$ cat src/rtl/dcache_coh_ctrl.sv
// rtl/dcache_coh_ctrl.sv - MSI snoopy data-cache controller, one instance per core
// Direct-mapped, one word per line. Serves CPU loads/stores, requests the bus
// on misses/upgrades, writes back dirty victims, and answers bus snoops.
// Ports:
//   clk, rst_n                        clock, asynchronous active-low reset
//   cpu_re/cpu_we/cpu_addr/cpu_wdata  CPU request (held while cpu_stall)
//   cpu_rdata/cpu_stall               load data / hold request
//   read_miss/write_miss/invalidate   bus requests, address on bico
//   grant, fill_valid/fill_data       bus grant and fill word
//   search/snoop_addr/inv_from_other  snoop probe and remote invalidate
//   search_found/snoop_data/block_state  snooped line result
//   wb_req/wb_addr/wb_data/wb_ack     dirty-victim writeback handshake
// Optional feature macro: COH_PERF_CNT_EN adds hit_cnt/miss_cnt/upg_cnt.
module dcache_coh_ctrl #(
    parameter int ADDR_W  = 13,
    parameter int DATA_W  = 16,
    parameter int INDEX_W = 3
) (
    input  logic              clk,
    input  logic              rst_n,
    input  logic              cpu_re,
    input  logic              cpu_we,
    input  logic [ADDR_W-1:0] cpu_addr,
    input  logic [DATA_W-1:0] cpu_wdata,
    output logic [DATA_W-1:0] cpu_rdata,
    output logic              cpu_stall,
    output logic              read_miss,
    output logic              write_miss,
    output logic              invalidate,
    output logic [ADDR_W-1:0] bico,
    input  logic              grant,
    input  logic              fill_valid,
    input  logic [DATA_W-1:0] fill_data,
    input  logic              search,
    input  logic [ADDR_W-1:0] snoop_addr,
    output logic              search_found,
    output logic [DATA_W-1:0] snoop_data,
    output logic [1:0]        block_state,
    input  logic              inv_from_other,
    output logic              wb_req,
    output logic [ADDR_W-1:0] wb_addr,
    output logic [DATA_W-1:0] wb_data,
    input  logic              wb_ack
`ifdef COH_PERF_CNT_EN
    ,
    output logic [15:0]       hit_cnt,
    output logic [15:0]       miss_cnt,
    output logic [15:0]       upg_cnt
`endif
);
    localparam int TAG_W = ADDR_W - INDEX_W;
    localparam int LINES = 1 << INDEX_W;
    localparam logic [1:0] ST_I = 2'b00, ST_S = 2'b01, ST_M = 2'b10;

    typedef enum logic [2:0] {IDLE, WB, REQ, FILL, UPG} fsm_t;

    fsm_t              fsm_q;
    logic [1:0]        st_q   [LINES];
    logic [TAG_W-1:0]  tag_q  [LINES];
    logic [DATA_W-1:0] data_q [LINES];
    logic              op_we_q;     // pending request is a store
    logic [ADDR_W-1:0] req_addr_q;  // address of the pending request

    logic [INDEX_W-1:0] cidx, ridx, sidx;
    logic [TAG_W-1:0]   ctag, rtag, stag;
    assign cidx = cpu_addr[INDEX_W-1:0];
    assign ctag = cpu_addr[ADDR_W-1:INDEX_W];
    assign ridx = req_addr_q[INDEX_W-1:0];
    assign rtag = req_addr_q[ADDR_W-1:INDEX_W];
    assign sidx = snoop_addr[INDEX_W-1:0];
    assign stag = snoop_addr[ADDR_W-1:INDEX_W];

    logic c_valid, is_idle, cpu_req, read_hit, wr_hit_m, wr_hit_s, miss;
    assign c_valid  = (st_q[cidx] != ST_I) && (tag_q[cidx] == ctag);
    assign is_idle  = (fsm_q == IDLE);
    assign cpu_req  = cpu_re || cpu_we;
    assign read_hit = is_idle && !cpu_we && cpu_re && c_valid;
    assign wr_hit_m = is_idle && cpu_we && c_valid && (st_q[cidx] == ST_M);
    assign wr_hit_s = is_idle && cpu_we && c_valid && (st_q[cidx] == ST_S);
    assign miss     = is_idle && cpu_req && !c_valid;

    logic s_match, inv_hit, upg_lost;
    assign s_match = (st_q[sidx] != ST_I) && (tag_q[sidx] == stag);
    assign inv_hit = inv_from_other && s_match;
    // An upgrade loses its S copy when a remote invalidate hits it now or
    // already did; the store then has to be re-requested as a write miss.
    assign upg_lost = (fsm_q == UPG) &&
                      ((inv_hit && (sidx == ridx)) ||
                       !((st_q[ridx] == ST_S) && (tag_q[ridx] == rtag)));

    assign cpu_stall    = !is_idle || (cpu_req && !(read_hit || wr_hit_m));
    assign cpu_rdata    = read_hit ? data_q[cidx] : '0;
    assign read_miss    = (fsm_q == REQ) && !op_we_q;
    assign write_miss   = (fsm_q == REQ) && op_we_q;
    assign invalidate   = (fsm_q == UPG);
    assign bico         = ((fsm_q == REQ) || (fsm_q == UPG)) ? req_addr_q : '0;
    assign wb_req       = (fsm_q == WB);
    assign wb_addr      = wb_req ? {tag_q[ridx], ridx} : '0;
    assign wb_data      = wb_req ? data_q[ridx] : '0;
    assign search_found = search && s_match;
    assign block_state  = s_match ? st_q[sidx] : ST_I;
    assign snoop_data   = data_q[sidx];

    // Local line write; applied after the snoop update so it wins on a
    // same-line collision (fill completion, write hit on M).
    logic               lw_en;
    logic [INDEX_W-1:0] lw_idx;
    logic [TAG_W-1:0]   lw_tag;
    logic [DATA_W-1:0]  lw_data;
    logic [1:0]         lw_st;
    always_comb begin
        lw_en   = 1'b0;
        lw_idx  = cidx;
        lw_tag  = ctag;
        lw_data = cpu_wdata;
        lw_st   = ST_M;
        if (wr_hit_m) begin
            lw_en = 1'b1;
        end else if ((fsm_q == UPG) && grant && !upg_lost) begin
            lw_en  = 1'b1;
            lw_idx = ridx;
            lw_tag = rtag;
        end else if ((fsm_q == FILL) && fill_valid) begin
            lw_en   = 1'b1;
            lw_idx  = ridx;
            lw_tag  = rtag;
            lw_data = op_we_q ? cpu_wdata : fill_data;
            lw_st   = op_we_q ? ST_M : ST_S;
        end
    end

    always_ff @(posedge clk or negedge rst_n) begin
        if (!rst_n) begin
            for (int i = 0; i < LINES; i++) begin
                st_q[i]   <= ST_I;
                tag_q[i]  <= '0;
                data_q[i] <= '0;
            end
            fsm_q      <= IDLE;
            op_we_q    <= 1'b0;
            req_addr_q <= '0;
        end else begin
            if (inv_hit)
                st_q[sidx] <= ST_I;
            else if (search && s_match && (st_q[sidx] == ST_M))
                st_q[sidx] <= ST_S;
            if ((fsm_q == WB) && wb_ack)
                st_q[ridx] <= ST_I;
            if (lw_en) begin
                st_q[lw_idx]   <= lw_st;
                tag_q[lw_idx]  <= lw_tag;
                data_q[lw_idx] <= lw_data;
            end
            case (fsm_q)
                IDLE: begin
                    if (miss) begin
                        op_we_q    <= cpu_we;
                        req_addr_q <= cpu_addr;
                        fsm_q      <= (st_q[cidx] == ST_M) ? WB : REQ;
                    end else if (wr_hit_s) begin
                        op_we_q    <= 1'b1;
                        req_addr_q <= cpu_addr;
                        fsm_q      <= UPG;
                    end
                end
                WB:      if (wb_ack) fsm_q <= REQ;
                REQ:     if (grant) fsm_q <= FILL;
                FILL:    if (fill_valid) fsm_q <= IDLE;
                UPG: begin
                    if (upg_lost)   fsm_q <= REQ;
                    else if (grant) fsm_q <= IDLE;
                end
                default: fsm_q <= IDLE;
            endcase
        end
    end

`ifdef COH_PERF_CNT_EN
    logic hit_ev, miss_ev, upg_ev;
    assign hit_ev  = read_hit || wr_hit_m;
    assign miss_ev = (miss && (st_q[cidx] != ST_M)) || ((fsm_q == WB) && wb_ack) || upg_lost;
    assign upg_ev  = wr_hit_s;

    always_ff @(posedge clk or negedge rst_n) begin
        if (!rst_n) begin
            hit_cnt  <= '0;
            miss_cnt <= '0;
            upg_cnt  <= '0;
        end else begin
            if (hit_ev && (hit_cnt != 16'hFFFF))   hit_cnt  <= hit_cnt + 16'd1;
            if (miss_ev && (miss_cnt != 16'hFFFF)) miss_cnt <= miss_cnt + 16'd1;
            if (upg_ev && (upg_cnt != 16'hFFFF))   upg_cnt  <= upg_cnt + 16'd1;
        end
    end
`endif
endmodule

$ cat config.mk
export PLATFORM = sky130hd
export DESIGN_NAME = dcache_coh_ctrl
export DESIGN_NICKNAME = d
export VERILOG_FILES = /design/src/rtl/dcache_coh_ctrl.sv
export SDC_FILE = /design/constraint.sdc
export NUM_CORES = 1
export LEC_CHECK = 0
export BUFFER_PORTS_ARGS = -buffer_cell sky130_fd_sc_hd__buf_4
export CAP_MARGIN = 20
export CORE_MARGIN = 2
export CORE_UTILIZATION = 45
export CTS_CLUSTER_SIZE = 40
export DETAILED_ROUTE_END_ITERATION = 7
export SYNTH_ARGS = -nofsm -noshare
export SYNTH_HDL_FRONTEND = slang
export SYNTH_SLANG_ARGS = --single-unit
$ cat constraint.sdc
create_clock -name clk -period 4.2 [get_ports clk]
set_input_delay 0.42 -clock clk [delete_from_list [all_inputs] [get_ports clk]]
set_output_delay 0.42 -clock clk [all_outputs]
set_load 0.03 [all_outputs]
==> impl_metrics.json, run 1 <==
{
  "globalRouteTotalUtil": 0.302,
  "reg2reg_from": "req_addr_q[1]",
  "rows": 67,
  "ys_types": 67,
  "synth-seq-area-share": 0.390,
  "grt_setup_unrepaired": "no",
  "postPlaceCellArea_um2": 17300,
  "dp_hpwl_um": 35800,
  "overflow": 0,
  "cts_sinks": 241,
  "combPwrFrac": 0.446,
  "power.total_mw": 13.0,
  "slowest_stage": "mux4_1",
  "use_met3": 0.0460,
  "start_util": 0.459,
  "cts_tree": "done",
  "layout-area-overhead-vs-synth_pct": 18.5,
  "crit_arrival_ns": 4.38,
  "synth_top_area_share": 0.390,
  "cts_buffers": 28,
  "gr-usage-met1": 0.428,
  "layout_setup_ws_ns": 0.263,
  "path_cells": "buf_12 -> mux4_1 -> mux2i_1 -> o21ai_0 -> or4_1 -> nor3_2 -> nand4_2 -> o311ai_4 -> buf_12 -> mux2_2",
  "drtPass1Iterations": 6,
  "synth_most_common_cell": "dfrtp_1",
  "clock_skew_ns": 0.0169,
  "grt_pass1_wl_um": 82300,
  "cts_root_buf": "clkbuf_16",
  "ys_top_cells_by_area": "dfrtp_1 39%, mux2_2 15%, mux4_2 10%",
  "die_area_um2": 35900,
  "final_nets": 1527,
  "drive_gt1_frac": 0.404,
  "synth_edf_count": 0,
  "vias_per_cell": 6.63,
  "tns_ns": 0,
  "drt-wirelength-per-cell_um": 27.9,
  "grt_use_met2": 0.476,
  "post-route-min-period_ns": 3.94,
  "post_cts_buffers": 0,
  "grt_max_degree": 99,
  "path_clk_slew_ns": 0.07,
  "design.core.area_um2": 33700,
  "hold_viol_final": 0,
  "slew-limit-headroom": 0.341,
  "drt_iter0_drc": 1249,
  "drc": 0,
  "ir_drop_mv": 0.359,
  "hp-class": "in -> reg",
  "clock_latency_ns": 0.57,
  "antenna_found_initial": 0,
  "clock_path_buffers": 3,
  "setup_viol": 0,
  "dp_cells": 1876,
  "ys_ff_latch": 241,
  "hold_path_depth": 2,
  "status": "finished, final reports clean",
  "drv_cap": 0,
  "clockPowerShare": 0.201,
  "netlist_area_um2": 15500,
  "post-route-period-util": 0.937,
  "reg2reg_depth": 10,
  "p_int_mw": 7.78,
  "die_h_um": 189,
  "p_leak_nw": 8.24,
  "grt_busiest_layer": "met2",
  "vias": 12794,
  "ant_nets": 0,
  "cp_common_cell": "buf_12",
  "powerDensity_nw_per_um2": 710,
  "seqPwrFrac": 0.354,
  "hold_ws_ns": 0.128,
  "synth.top_cells.by_count": "241 x dfrtp_1, 206 x mux2_2, 119 x nand2_1",
  "async_reset_ff_frac": 1.00,
  "crit_type": "reg -> reg",
  "required_ns": 4.64,
  "p_switching_mw": 5.24,
  "crit_start": "req_addr_q[1]",
  "worstMarginPinSlew_ns": 0.988,
  "sw_frac_of_total": 0.403,
  "grt_pass1_vias": 12856,
  "synth.avg_cell_area_um2": 11.9,
  "fmax_mhz": 254,
  "port_buffers": 148,
  "min_from": "cpu_addr[6]",
  "startpoint_type": "flop",
  "fin_cells": 1930,
  "yosys_warnings": 0,
  "place_congestion": 0.911,
  "antenna_cells": 0,
  "slew_violations": 0,
  "utilization": 0.544,
  "place_ws_ns": 0.190,
  "synth_cells": 1306,
  "critPathMaxStageDelay_ns": 0.58,
  "synth_fp_nets": 1373,
  "synth_ff_type": "dfrtp_1",
  "n_fill_cell": 2992,
  "synth.largest_area_cell": "dfrtp_1",
  "ctsHtreeMaxLevel": 1,
  "crit_cells": 10,
  "wirelength_um": 53900,
  "die_w_um": 189,
  "ios": 149,
  "finalInstanceArea_um2": 18300,
  "path_delay_family": "multiplexers",
  "worstPathMaxFanout": 30,
  "path_buf_inv": 2,
  "worst_setup_path_end_kind": "flop"
}
## power by group through the flow
stage | registers, mW | clock network (mW) | logic, mW
final | 4.60 | 2.62 | 5.80
after global routing | 4.72 | 2.74 | 6.16
after CTS | 4.54 | 2.64 | 5.76
after detailed placement | 4.57 | 0 | 5.72
after global placement | 4.54 | 0 | 5.64
after floorplan | 4.07 | 0 | 4.18
## kinds of logic (layout without fill, tap and decap cells)
family                 after synthesis  in the layout  share of synthesized area
flip-flops                         241            241                      0.390
multiplexers                       384            384                      0.339
AND/OR/NAND/NOR                    284            284                     0.0884
XOR/XNOR                            31             31                     0.0175
AO/OA/AOI/OAI                      253            253                      0.126
buffers and inverters              113            289                     0.0394
## layer usage
metal | routed length [µm] | share of wire | vias up
met5 | 0 | 0 | -
met4 | 1670 | 0.031 | 0
met3 | 4990 | 0.093 | 142
met2 | 25000 | 0.46 | 813
met1 | 22300 | 0.41 | 6481
li1 | - | - | 5358
## registers in the layout, indices dropped and copies added (netlist names)
name	count
data_q	128
tag_q	80
req_addr_q	13
st_q	16
op_we_q	1
fsm_q	3
## area by class of cell
| class | count | area [µm²] | area share |
|---|---|---|---|
| tap | 448 | 561 | 0.0306 |
| timing repair buffer | 224 | 1840 | 0.100 |
| multi-input combinational | 952 | 8880 | 0.484 |
| inverter | 13 | 48.8 | 0.00266 |
| clock inverter | 15 | 188 | 0.0102 |
| clock buffer | 37 | 796 | 0.0434 |
| sequential | 241 | 6030 | 0.329 |
## placed cells by master (no fill, tap or decap), types with 5 or more instances in the layout
master,n
mux4_1,7
buf_4,210
and2_1,18
xor2_1,9
a221oi_1,25
clkbuf_16,29
mux2i_1,58
mux2_2,206
a22oi_1,100
clkinv_2,7
a31oi_1,21
mux4_2,69
o211ai_1,5
nor2_1,43
nand2b_1,9
nor2b_1,11
xnor2_1,22
nand3_1,14
nor3_2,6
nand4_1,20
o21ai_0,18
mux2_1,15
dfrtp_1,240
inv_1,11
mux2_4,28
a22o_1,20
a21oi_1,27
nor3_1,14
nand2_1,119
buf_12,11
and3_1,7
## final timing paths
path / endpoint / slack [ns]
worst max-delay path: data_q[113] / 0.26
worst min register to register: tag_q[25] / 0.55
max in group asynchronous: data_q[58] / 2.62
min in group asynchronous: req_addr_q[8] / 0.50
worst max register to register: data_q[113] / 0.26
worst min-delay path: req_addr_q[6] / 0.13
## what timing repair did
action | in CTS | in global routing
endpoints found under the hold margin | 95 | 0
hold buffers | 1 | 0
resized for setup | 0 | 0
No activity file was read; power rests on OpenSTA's default activity.
==> run 2, diff against run 1 <==
==> constraint.sdc (replaced) <==
create_clock -name clk -period 4.2 [get_ports clk]
set_input_delay 1.05 -clock clk [delete_from_list [all_inputs] [get_ports clk]]
set_output_delay 1.05 -clock clk [all_outputs]
set_load 0.03 [all_outputs]
==> impl_metrics.json, run 2 (synthesis gave the netlist of run 1 again) <==
{
  "fmax_mhz": 228,
  "largest-register": "data_q",
  "worstPathMaxFanout": 8,
  "critPathMaxStageDelay_ns": 0.51,
  "hp-class": "in -> async",
  "status": "finished with violations",
  "place_ws_ns": -0.486,
  "dp_cells": 1937,
  "die_h_um": 189,
  "setup_viol": 17,
  "grt_pass1_vias": 13289,
  "grt_max_degree": 90,
  "vias_per_cell": 6.52,
  "slowest_stage": "mux4_2",
  "startpoint_type": "input pin",
  "antenna_cells": 0,
  "post-route-min-period_ns": 4.38,
  "cp_common_cell": "buf_6",
  "final_nets": 1605,
  "cts_sinks": 241,
  "path_clk_slew_ns": 0.07,
  "drt-wirelength-per-cell_um": 27.7,
  "globalRouteTotalUtil": 0.309,
  "cts_tree": "done",
  "endpoint": "cpu_rdata[3]",
  "clock_skew_ns": 0.0188,
  "drive_gt1_frac": 0.460,
  "drv_cap": 0,
  "cts_root_buf": "clkbuf_16",
  "wirelength_um": 55600,
  "place_congestion": 0.950,
  "fin_cells": 2009,
  "reg.largest.list": "data_q x128, tag_q x80, st_q x16",
  "slew_violations": 0,
  "sw_frac_of_total": 0.402,
  "layout-area-overhead-vs-synth_pct": 27.7,
  "final_common_cell": "dfrtp_1",
  "reg2reg_depth": 10,
  "cts_buffers": 29,
  "grt_pass1_wl_um": 84600,
  "crit_start": "cpu_addr[0]",
  "overflow": 0,
  "timing.reg2reg.setup_slack_ns": 0.20,
  "ctsHtreeMaxLevel": 1,
  "required_ns": 3.15,
  "port_buffers": 148,
  "p_int_mw": 8.13,
  "p_switching_mw": 5.46,
  "drtPass1Iterations": 5,
  "rows": 67,
  "seqPwrFrac": 0.339,
  "ir_drop_mv": 0.394,
  "worst_setup_path_end_kind": "primary output",
  "antenna_found_initial": 0,
  "slew-limit-headroom": 0.357,
  "layout_common_cells": "239 x dfrtp_1, 235 x buf_4, 206 x mux2_2",
  "start_util": 0.459,
  "ios": 149,
  "design.core.area_um2": 33700,
  "vias": 13100,
  "die_w_um": 189,
  "combPwrFrac": 0.460,
  "worstMarginPinSlew_ns": 0.965,
  "ant_nets": 0,
  "crit_arrival_ns": 3.33,
  "path_cells": "buf_16 -> buf_6 -> mux4_2 -> mux2i_2 -> xor2_1 -> and3b_2 -> nand4_1 -> buf_6 -> buf_12 -> a21oi_4 -> buf_6",
  "hold_viol_final": 0,
  "postCtsHoldBufs": 0,
  "dp_hpwl_um": 36500,
  "p_leak_nw": 8.82,
  "drc": 0,
  "clockPowerShare": 0.201,
  "crit_type": "in -> out",
  "reg2reg_from": "req_addr_q[1]",
  "violations": "negative setup slack",
  "worstReg2RegEnd": "data_q[113]",
  "die_area_um2": 35900,
  "powerDensity_nw_per_um2": 688,
  "largest_reg_flops": 128,
  "clock_path_buffers": 3,
  "post-route-period-util": 1.04,
  "grt_setup_unrepaired": "yes",
  "n_fill_cell": 2832,
  "clock_latency_ns": 0.58,
  "layout_setup_ws_ns": -0.184,
  "drt_iter0_drc": 1431
}
==> run 2: cell types whose count changed in the layout (fill, tap and decap cells not counted), sizes merged <==
| cell | change |
|---|---|
| clkinv | -5 |
| dlygate4sd3 | -1 |
| clkbuf | +9 |
| buf | +73 |
| clkinvlp | +1 |
| inv | +2 |
==> run 2: timing repair <==
item	CTS	global route
setup endpoints to repair	21	231
gates cloned	0	5
resized for setup	43	38
setup buffers	7	7
pin swaps	9	17
==> run 2: how the worst min path moves through the flow <==
stage / start / to / slack [ns] / cells after the start
final: rst_n / tag_q[19] / 0.53 / 1
after global routing: rst_n / tag_q[25] / 0.58 / 1
after CTS: rst_n / tag_q[47] / 0.54 / 1
after detailed placement: data_q[36] / data_q[36] / 0.54 / 1
after global placement: data_q[7] / data_q[7] / 0.53 / 1
after floorplan: data_q[34] / data_q[34] / 0.50 / 1
==> run 2: worst max-delay path, delay by kind of cell <==
kind | cells | cell delay (ns)
buffers and inverters | 5 | 0.74
muxes | 2 | 0.74
and+or+nand+nor | 2 | 0.38
xor gates and xnor gates | 1 | 0.21
AOI/OAI and AO/OA | 1 | 0.18
==> run 2: metal layers <==
layer,up-vias,GRT usage,share of wire
met5,-,0,0
met3,179,0.0471,0.088
li1,5519,-,-
met4,0,0.114,0.041
met1,6604,0.443,0.42
met2,798,0.477,0.45
==> run 2: power groups by stage <==
stage               clock network, mW  registers [mW]  logic (mW)
finish                           2.73            4.61        6.24
global route                     2.86            4.75        6.63
CTS                              2.76            4.54        6.05
detailed placement                  0            4.57        5.98
global placement                    0            4.54        5.90
floorplan                           0            4.07        4.22
==> run 2: through the flow <==
step	power (mW)	TNS (ns)	hold WS, ns	util	instance area (µm²)
detailed placement	10.5	-82.09	0.540	0.537	18100
global route	14.2	-3.48	0.578	0.586	19800
global placement	10.4	-67.59	0.533	0.537	18100
CTS	13.4	-1.88	0.540	0.575	19400
finish	13.6	-1.94	0.527	0.586	19800
floorplan	8.29	-1.72	0.499	-	15700
==> run 2: layout make-up <==
class                      instances  area, µm²  area share
multi-input combinational        952       9200       0.466
sequential                       241       6030       0.305
timing repair buffer             301       2870       0.145
clock buffer                      41        851      0.0430
tap                              448        561      0.0284
clock inverter                    13        193     0.00975
inverter                          13       52.6     0.00266
